===== src/rtl/mul_share_arbiter.sv =====
// Round-robin front end sharing one external pipelined 32x32 signed multiplier among NREQ
// requesters; a tag pipeline carries each requester ID alongside its operation.
module mul_share_arbiter #(
    parameter int unsigned NREQ = 4,
    parameter int unsigned LAT  = 2,
    parameter int unsigned IDW  = 2
) (
    input  logic              CLK,
    input  logic              RESET,
    input  logic              en,
    input  logic [NREQ-1:0]   req_valid,
    input  logic [NREQ*32-1:0] req_a,
    input  logic [NREQ*32-1:0] req_b,
    output logic [NREQ-1:0]   req_ready,
    output logic [31:0]       mul_x,
    output logic [31:0]       mul_y,
    input  logic [63:0]       mul_z,
    output logic [NREQ-1:0]   rsp_valid,
    output logic [IDW-1:0]    rsp_id,
    output logic [63:0]       rsp_data,
    output logic              busy
);

    logic [IDW-1:0]         ptr_q, ptr_d;
    logic [NREQ-1:0]        grant;
    logic [IDW-1:0]         grant_id;
    logic                   found;
    logic [31:0]            mul_x_q, mul_x_d;
    logic [31:0]            mul_y_q, mul_y_d;
    // Stage 0 travels with mul_x/mul_y; stages 1..LAT shadow the multiplier pipeline.
    logic [LAT:0]           tag_vld_q, tag_vld_d;
    logic [LAT:0][IDW-1:0]  tag_id_q, tag_id_d;
    logic [NREQ-1:0]        rsp_valid_q, rsp_valid_d;
    logic [IDW-1:0]         rsp_id_q, rsp_id_d;
    logic [63:0]            rsp_data_q, rsp_data_d;

    always_comb begin
        grant    = '0;
        grant_id = '0;
        found    = 1'b0;
        for (int k = 0; k < int'(NREQ); k++) begin
            logic [IDW-1:0] idx;
            idx = IDW'((int'(ptr_q) + k) % int'(NREQ));
            if (!found && en && !RESET && req_valid[idx]) begin
                found      = 1'b1;
                grant[idx] = 1'b1;
                grant_id   = idx;
            end
        end
    end

    always_comb begin
        ptr_d   = ptr_q;
        mul_x_d = '0;
        mul_y_d = '0;
        if (found) begin
            ptr_d   = IDW'((int'(grant_id) + 1) % int'(NREQ));
            mul_x_d = req_a[32*int'(grant_id) +: 32];
            mul_y_d = req_b[32*int'(grant_id) +: 32];
        end
        tag_vld_d = {tag_vld_q[LAT-1:0], found};
        tag_id_d  = {tag_id_q[LAT-1:0], grant_id};

        rsp_valid_d = '0;
        rsp_id_d    = rsp_id_q;
        rsp_data_d  = rsp_data_q;
        if (tag_vld_q[LAT]) begin
            rsp_valid_d = NREQ'(1) << tag_id_q[LAT];
            rsp_id_d    = tag_id_q[LAT];
            rsp_data_d  = mul_z;
        end
    end

    always_ff @(posedge CLK or posedge RESET) begin
        if (RESET) begin
            ptr_q       <= '0;
            mul_x_q     <= '0;
            mul_y_q     <= '0;
            tag_vld_q   <= '0;
            tag_id_q    <= '0;
            rsp_valid_q <= '0;
            rsp_id_q    <= '0;
            rsp_data_q  <= '0;
        end else begin
            ptr_q       <= ptr_d;
            mul_x_q     <= mul_x_d;
            mul_y_q     <= mul_y_d;
            tag_vld_q   <= tag_vld_d;
            tag_id_q    <= tag_id_d;
            rsp_valid_q <= rsp_valid_d;
            rsp_id_q    <= rsp_id_d;
            rsp_data_q  <= rsp_data_d;
        end
    end

    assign req_ready = grant;
    assign mul_x     = mul_x_q;
    assign mul_y     = mul_y_q;
    assign rsp_valid = rsp_valid_q;
    assign rsp_id    = rsp_id_q;
    assign rsp_data  = rsp_data_q;
    assign busy      = (|tag_vld_q) || (|rsp_valid_q);

endmodule


===== config.mk =====
export PLATFORM = sky130hd
export DESIGN_NAME = mul_share_arbiter
export DESIGN_NICKNAME = d
export VERILOG_FILES = /design/src/rtl/mul_share_arbiter.sv
export SDC_FILE = /design/constraint.sdc
export NUM_CORES = 1
export LEC_CHECK = 0
export BUFFER_PORTS_ARGS = -buffer_cell sky130_fd_sc_hd__buf_2
export CAP_MARGIN = 0
export CORE_AREA = 2 2 181 183
export DETAILED_ROUTE_END_ITERATION = 6
export DIE_AREA = 0 0 183 185
export MAX_ROUTING_LAYER = met4
export PLACE_DENSITY = 0.53
export SYNTH_ARGS = -nofsm -noshare
export SYNTH_HDL_FRONTEND = slang
export SYNTH_SLANG_ARGS = --single-unit

===== constraint.sdc =====
create_clock -name CLK -period 6.5 [get_ports CLK]
set_input_delay 0.65 -clock CLK [delete_from_list [all_inputs] [get_ports CLK]]
set_output_delay 0.65 -clock CLK [all_outputs]
set_load 0.01 [all_outputs]

==> results.md, run 1 <==
- The run finished with clean final reports.
- Clock skew on the completed layout was measured at around 11 ps.
- Counting along the longest clock path gives a buffer depth of 2.
- For this run, the detailed router's first-pass iteration total came to 5.
- The remaining global-route overflow is 0.
- The total setup buffers inserted after CTS is 0.
- The relative contribution of combinational cells to total power is between 30% and 40%.
- IR analysis of the VDD net gives a maximum drop of around 0.00017 V.
- For this run, asynchronously set or reset flops after synthesis account for 100%.
- For the worst setup path, the data required time is roughly 6800 ps.
- The first global-routing pass estimated roughly 40,000 microns of wire.
- After floorplanning, the core was divided into 66 placement rows.
- The via count of the first global-routing pass is between 7,000 and 8,000.
- The H-tree was split into 4 levels.
- Overall power consumption after layout is estimated at approximately 3.5 mW.
- Routability-driven placement finished with a final weighted congestion of 0.838.
- Once detail routing completed, the nets flagged for antenna violations numbered 0.
- The sink count of the clock tree is roughly 150.
- The average cell area after synthesis is 10.7 sq um.
- The area growth from synthesis to layout is 44.5%.
- The total number of vias is ~7,300.
- The gate count of the mapped netlist is 678.
- Hold timing on the final database bottoms out at a slack of between 300 and 400 ps.
- Of all nets on the critical path, the largest fanout is 76.
- Dividing the detail-routed via count by the number of cells gives 4.79.
- The final-report hold violation count came to 0.
- The number of nets in the synthesized netlist is about 1,000.
- The commonest register cell after synthesis is dfrtp_1.
- Yosys attributes the largest share of cell area to dfrtp_1 50%, mux2_2 11%, a311oi_1 7.7%.
- The net switching power of the design is ~1.3 mW.
- In this run, the number of DRC markers left after iteration 0 of detailed routing was 289.
- The number of buffers and inverters on the critical path is 3.
- The initial utilization of the core area, before any placement, comes to 22.7%.
- Data arrives at the worst endpoint at around 4300 ps.
- The number of CTS-inserted buffers is 17.
- On the critical path, the stage with the largest delay is an instance of buf_4.
- In this run the tool buffered the top-level ports with 465 buffer cells.
- In the final routed layout, each cell accounts on average for around 18 microns.
- The internal power of the cells totals 2.25 mW.
- The width of the die is between 150 and 200 microns.
- The launch instance of the worst min-delay path is tag_id_d[2].
- The critical path goes through inv_1, ha_1, mux2_2, and3_1, a31oi_4, buf_4, buf_4, and3_1, a211oi_1, a311oi_1.
- Power spread over the standard cell area amounts to between 300 and 400 mW/mm^2.
- Cells with a size suffix above 1 make up 52.7% of the layout.
- In this run, flip-flops and latches consume 34.8% of the power.
- dfrtp_1 takes more of the synthesized area than any other cell.
- The die covers around 0.034 sq mm.
- Wires add up to between 20,000 and 30,000 microns.
- Setup violations remaining at the end of the flow were counted as 0.
- Among cell families on the critical path, the largest total delay comes from buffers and inverters.
- The worst register-to-register path begins at ptr_q[0].
- The count of state elements after synthesis is about 150.
- The most critical setup path has its startpoint at ptr_q[0].
- Setup total negative slack on the finished layout was measured at 0 ps.
- For this run, the post-layout net count is 1,429.
- At the pin with the least slew margin, the transition time is 948 ps.
- The net switching fraction of the power is around 36%.
- After clock tree synthesis, the clock-pin slew on the worst setup and hold paths is 70 ps.
- From bottom edge to top edge, the die measures around 190 microns.
- Measured against its own limit, the worst slew margin works out to between 30% and 40%.
- The number of synthesized flops with an enable pin is 0.
- The min-delay analysis places its worst path in the category reg -> reg.
- Global routing consumed, over all layers together, between 10% and 20% of the routing resources.
- The DRC violation count after routing is 0.
- The number of warnings issued by yosys is 0.
- The count of boundary I/O pins is approximately 470.
- The summed instance area of the synthesized netlist is roughly 0.0073 sq mm.
- The number of antenna violations at the first check in global routing was 11.
- The final period utilization is about 61%.
- The post-route core utilization is 32.7%.
- The clock latency on the worst-skew pair is 440 ps.
- The highest achievable clock rate is 0.253 GHz.
- STA classifies the critical path startpoint as a register.
- The total leakage power is approximately 5.3 nW.
- The tree is rooted in a clkbuf_16.
- Detailed placement finished with a half-perimeter wire length of just under 20,000 microns.
- TritonCTS built the clock tree.
- The count of final max-slew check failures was 0.
- Per report_power, the clock group accounts for approximately 29% of the total.
- STA classifies the critical path endpoint as a register.
- The largest net degree at the start of global routing is slightly below 100.
- Of the synthesized area, sequential elements account for 50.0%.
- The post-route minimum period is about 4000 ps.
- Gates resized during post-CTS repair numbered 0.
- Of the post-synthesis cell area, the dominant cell type holds 50.0%.
- The number of distinct library cell variants in the gate-level netlist after synthesis is 37.
- In this design, the stage delay of the slowest critical-path cell is ~660 ps.
- Setup repair after global routing left no endpoint under its margin.
- The region available for standard cell placement spans roughly 0.032 sq mm.
- The post-cts hold buffer count is 0.
- The critical path class is reg -> reg.
- The tool flagged a number of max-cap violations equal to 0.
==> registers in the layout (all words and copies together) (netlist names) <==
name / cells
mul_x: 32
ptr_q: 2
rsp_id: 2
rsp_data: 64
rsp_valid: 4
tag_vld_q: 3
tag_id_d: 4
tag_id_q: 2
mul_y: 32
==> cells in the final DEF, fill, tap and decap left out, types with 8 or more instances in the layout <==
cell / count
a211oi_1: 64
a311oi_1: 64
and3_1: 66
buf_2: 465
buf_4: 9
clkbuf_16: 17
dfrtp_1: 144
diode_2: 10
mux2_2: 69
nand2_1: 77
nand3_1: 65
nor2_1: 8
==> stage by stage <==
stage	std cells	setup WS [ps]	instance area [sq um]
finish	1529	2550	10500
detailed placement	1487	2570	9870
CTS	1519	2520	10500
global route	1529	2220	10500
global placement	1487	2670	9870
floorplan	678	1410	7260
==> layer usage <==
metal	share of wire, %	vias to the layer above	global-route usage (%)
li1	-	3421	-
met1	41	3523	18.4
met2	49	347	26.0
met3	7.7	30	4.82
met4	2.0	0	5.66
met5	0	-	-
==> cell usage after synthesis, types with 2 or more instances <==
cell / number
nand3_1: 65
a311oi_1: 64
nand3b_1: 2
a211oi_1: 64
and3b_1: 2
a222oi_1: 4
nor3_1: 2
buf_1: 2
nor2_1: 8
mux2i_1: 5
ha_1: 4
clkbuf_1: 44
buf_6: 5
buf_2: 21
mux2_2: 69
and3_1: 66
dfrtp_1: 145
mux4_2: 2
o21ai_0: 3
inv_1: 6
nand2_1: 78
a22oi_1: 2
==> cell type report <==
cell class	count	area (sq um)
repair buffers	474	2390
multi-input cells	454	3310
clock buffers	19	443
fillers	3316	21500
well taps	408	510
inverters	6	27.5
clock inverters	13	150
diodes	10	25.0
flip-flops and latches	145	3630
==> final timing paths <==
kind,endpoint,slack (ps),depth (start not counted)
max,mul_x[29],2550,10
min,tag_id_d[4],350,0
max reg2reg,mul_x[29],2550,10
min reg2reg,tag_id_d[4],350,0
max in group asynchronous,mul_y[27],4840,3
min in group asynchronous,ptr_q[0],380,2
==> worst register-to-register path: stages, from the launching register on <==
cell,delay [ps]
dfrtp_1,610
inv_1,200
ha_1,480
mux2_2,390
and3_1,170
a31oi_4,180
buf_4,490
buf_4,660
and3_1,310
a211oi_1,50
a311oi_1,300
==> cells by family after synthesis <==
logic type / count (synthesis) / share of synthesized area [%]
compound gates: 146 / 16.5
flops: 145 / 50.0
fa+ha+maj: 4 / 0.689
buf+inv: 79 / 5.02
mux: 76 / 12.0
simple gates: 228 / 15.8
==> power by group through the flow <==
stage               Sequential (mW)  Clock (mW)  Combinational, mW
finish                         1.23        1.01               1.28
floorplan                      1.33           0              0.735
global placement               1.24           0               1.28
detailed placement             1.24           0               1.30
global route                   1.25        1.08               1.41
CTS                            1.23        1.05               1.30
No activity file was read; power rests on OpenSTA's default activity.
==> run 2: changes to the inputs <==
- PLACE_DENSITY: 0.53 -> 0.55
- clock period: 6.5 -> 3.3 ns (I/O delays scaled with it)
==> results.md, run 2 (same netlist as run 1, synthesis figures left out) <==
- Result of the run: complete, no violations (unchanged).
- The arrival time of the worst setup path is 2770 ps (was 4280 ps).
- The area growth from synthesis to layout came to 47.6% (was 44.5%).
- The placement-stage worst setup slack is 360 ps (was 2570 ps).
- The leading cell type in the layout, fill and taps excluded is buf_2 (unchanged).
- The power density relative to cell area came to 668 mW/mm^2 (was 336 mW/mm^2).
- The startpoint type of the worst setup path is a register (unchanged).
- The per-cell routed wire length is 18.6 microns (was 17.9 microns).
- The net switching fraction of the power is 35.4% (was 36.1%).
- The area enclosed by the die boundary was 0.0339 sq mm (unchanged).
- The remaining antenna violation count is 0 (unchanged).
- The post-CTS clock slew at the launch and capture registers of the worst setup and hold paths is 60 ps (was 70 ps).
- The endpoint of the most critical setup path is req_ready[2] (was mul_x[29]).
- The via density per instance was 4.79 (about the same).
- The headroom to the max-slew limit is 41.7% (was 36.8%).
- The placed cell count is 1,503 (was 1,487).
- The DRC violation count after routing is 0 (unchanged).
- The net switching power of the design is 2.54 mW (was 1.27 mW).
- The depth of the worst register-to-register path was 10 (unchanged).
- The overall power after layout came to 7.16 mW (was 3.52 mW).
- The cell chosen for the clock root is clkbuf_16 (unchanged).
- The combined buffer and inverter count along the critical path came to 2 (was 3).
- The total setup buffers inserted after CTS is 0 (unchanged).
- The worst hold slack across all endpoints is 127 ps (was 346 ps).
- The critical path capture point type is a primary output (was register).
- The die span in y is 185 microns (unchanged).
- The maximum fanout along the worst path was 6 (was 76).
- The flip-flop count of the largest register, all copies and words added came to 64 (unchanged).
- The sum of met2 wire segment lengths after detailed routing is 14,600 microns (was 13,300 microns).
- The TritonCTS clock tree is done (unchanged).
- The relative contribution of combinational cells to total power is 38.0% (was 36.5%).
- The portion of total power attributed to the clock network was 28.4% (was 28.7%).
- The iteration count of the initial detailed-routing pass is 5 (unchanged).
- The critical register-to-register path endpoint is mul_x[7] (was mul_x[29]).
- The final instance count without filler cells was 1,542 (was 1,529).
- The final standard cell area without fillers is 0.0107 sq mm (was 0.0105 sq mm).
- The total negative slack for setup checks is 0 ps (unchanged).
- The number of input and output port buffers inserted is 465 (unchanged).
- The transition time of the tightest slew-check pin is 875 ps (was 948 ps).
- The count of H-tree levels built during CTS is 4 (unchanged).
- The placed instance area is 0.0101 sq mm (was 0.00987 sq mm).
- The post-cts hold buffer count is 0 (unchanged).
- The critical path class is reg -> out (was reg -> reg).
- The register share of total power was 33.6% (was 34.8%).
- The wire length on met3 is 2310 microns (was 2100 microns).
- The delay of the slowest cell on the worst path was 460 ps (was 660 ps).
- The overall track demand over capacity in global routing came to 16.8% (was 15.9%).
- The final-report hold violation count came to 0 (unchanged).
- The total of max-cap violations is 0 (unchanged).
- The proportion of layout cells with a drive suffix above 1 is 53.1% (was 52.7%).
- The largest net degree at the start of global routing is 146 (was 98).
- The count of final max-slew check failures is 0 (unchanged).
- The clock latency on the worst-skew pair is 430 ps (was 440 ps).
- The layout filler cell count is 3,367 (was 3,316).
- The first-pass GRT wire length is 41,400 microns (was 39,900 microns).
- The clock skew is 4.61 ps (was 11.5 ps).
- The worst setup path startpoint was ptr_q[0] (unchanged).
- The total leakage power is 5.42 nW (was 5.30 nW).
- The clock period could shrink to between 3000 and 4000 ps.
- The kind of cell adding the most delay to the critical path is multiplexers (was buffers and inverters).
- The register-to-register setup slack is 350 ps (was 2550 ps).
- The peak supply drop is 0.000337 V (was 0.000170 V).
- The origin of the critical flop-to-flop path is ptr_q[0] (unchanged).
- The number of antenna violations at the first check in global routing is 8 (was 11).
- The weighted congestion reported at the end of routability-driven placement is 0.896 (was 0.838).
- The required time of the worst setup path is 2970 ps (was 6830 ps).
- The largest buffer count on any clock path is 2 (unchanged).
- The detailed-routing wirelength on met1 was 11,200 microns (was 11,400 microns).
- The sink count of the clock tree is 145 (unchanged).
- The setup-violating endpoint count in the final report is 0 (unchanged).
- The highest metal layer used by the detailed router is met4 (unchanged).
- The remaining global-route overflow is 0 (unchanged).
- The placeable core area is 0.0320 sq mm (unchanged).
- The final critical-path setup slack was 200 ps (was 2550 ps).
- The cell internal power dissipation is 4.62 mW (was 2.25 mW).
- The final layout net count is 1,445 (was 1,429).
- The initial core utilization came to 22.7% (unchanged).
- The count of boundary I/O pins was 466 (unchanged).
- CP Cell Sequence: inv_1, ha_1, mux2_2, mux2i_1, nor2_1, a222oi_1, nand2_1, buf_2 (was inv_1, ha_1, mux2_2, and3_1, a31oi_4, buf_4, buf_4, and3_1, a211oi_1, a311oi_1).
- The width of the die is 183 microns (unchanged).
- The standard-cell row count is 66 (unchanged).
- The number of CTS-inserted buffers is 17 (unchanged).
- The via count of the first global-routing pass is 7,283 (was 7,022).
- The cell depth of the worst setup path was 8 (was 10).
- The post-route core utilization came to 33.4% (was 32.7%).
- The path type of the worst min-delay path is in -> reg (was reg -> reg).
- Derived from the worst setup path, the maximum achievable clock frequency is roughly 0.32 GHz.
- The total number of vias was 7,381 (was 7,321).
- The detailed-placement wirelength estimate is 21,600 microns (was 19,800 microns).
- The total routed wirelength is 28,700 microns (was 27,400 microns).
- After layout, the worst path uses ~94% of the clock period.
- The cell with the largest stage delay on the worst path is ha_1 (was buf_4).
- The number of DRC markers after the initial detailed-route iteration is 333 (was 289).
- Commonest cells after routing, fill and taps aside: 465 x buf_2, 144 x dfrtp_1, 77 x nand2_1 (unchanged).
- The post-cts repair resize count came to 0 (unchanged).
- Setup repair after global routing missed its margin: false (unchanged).
-- run 2: metal layers --
metal  global-route usage (%)  up-vias
li1                         -     3456
met1                     18.4     3526
met2                     28.8      364
met3                     4.86       35
met4                     6.75        0
met5                        -        -
-- run 2: area by class of cell --
| cell class | instances | area [sq um] | area share (%) |
|---|---|---|---|
| multi-input cells | 454 | 3300 | 30.8 |
| clock buffers | 21 | 450 | 4.20 |
| well taps | 408 | 510 | 4.76 |
| inverters | 6 | 26.3 | 0.245 |
| repair buffers | 490 | 2630 | 24.5 |
| clock inverters | 11 | 153 | 1.42 |
| diodes | 7 | 17.5 | 0.163 |
| flip-flops and latches | 145 | 3630 | 33.9 |
-- run 2: worst min-delay path by stage --
| stage | from | cells after the start | endpoint | slack (ps) |
|---|---|---|---|---|
| floorplan | tag_id_d[2] | 0 | tag_id_d[4] | 330 |
| global placement | tag_id_d[2] | 0 | tag_id_d[4] | 330 |
| global route | mul_z[34] | 2 | rsp_data[34] | 100 |
| finish | mul_z[34] | 2 | rsp_data[34] | 130 |
| detailed placement | tag_id_d[2] | 0 | tag_id_d[4] | 340 |
| CTS | mul_z[34] | 2 | rsp_data[34] | 90 |
-- run 2: worst reg2reg max path, delay by kind of cell, from the launching register on --
family	cells	cell delay (ps)
flip-flops	1	350
adder cells (fa/ha/maj)	1	460
AND/OR/NAND/NOR	1	250
buffers and inverters	3	590
multiplexers	1	390
AO/OA/AOI/OAI	4	820
-- run 2: power groups by stage --
stage	logic (mW)	clock network, mW	registers (mW)
after floorplan	1.45	0	2.62
after global placement	2.74	0	2.44
after detailed placement	2.77	0	2.44
after CTS	2.77	2.10	2.42
after global routing	2.99	2.18	2.46
final	2.72	2.03	2.41
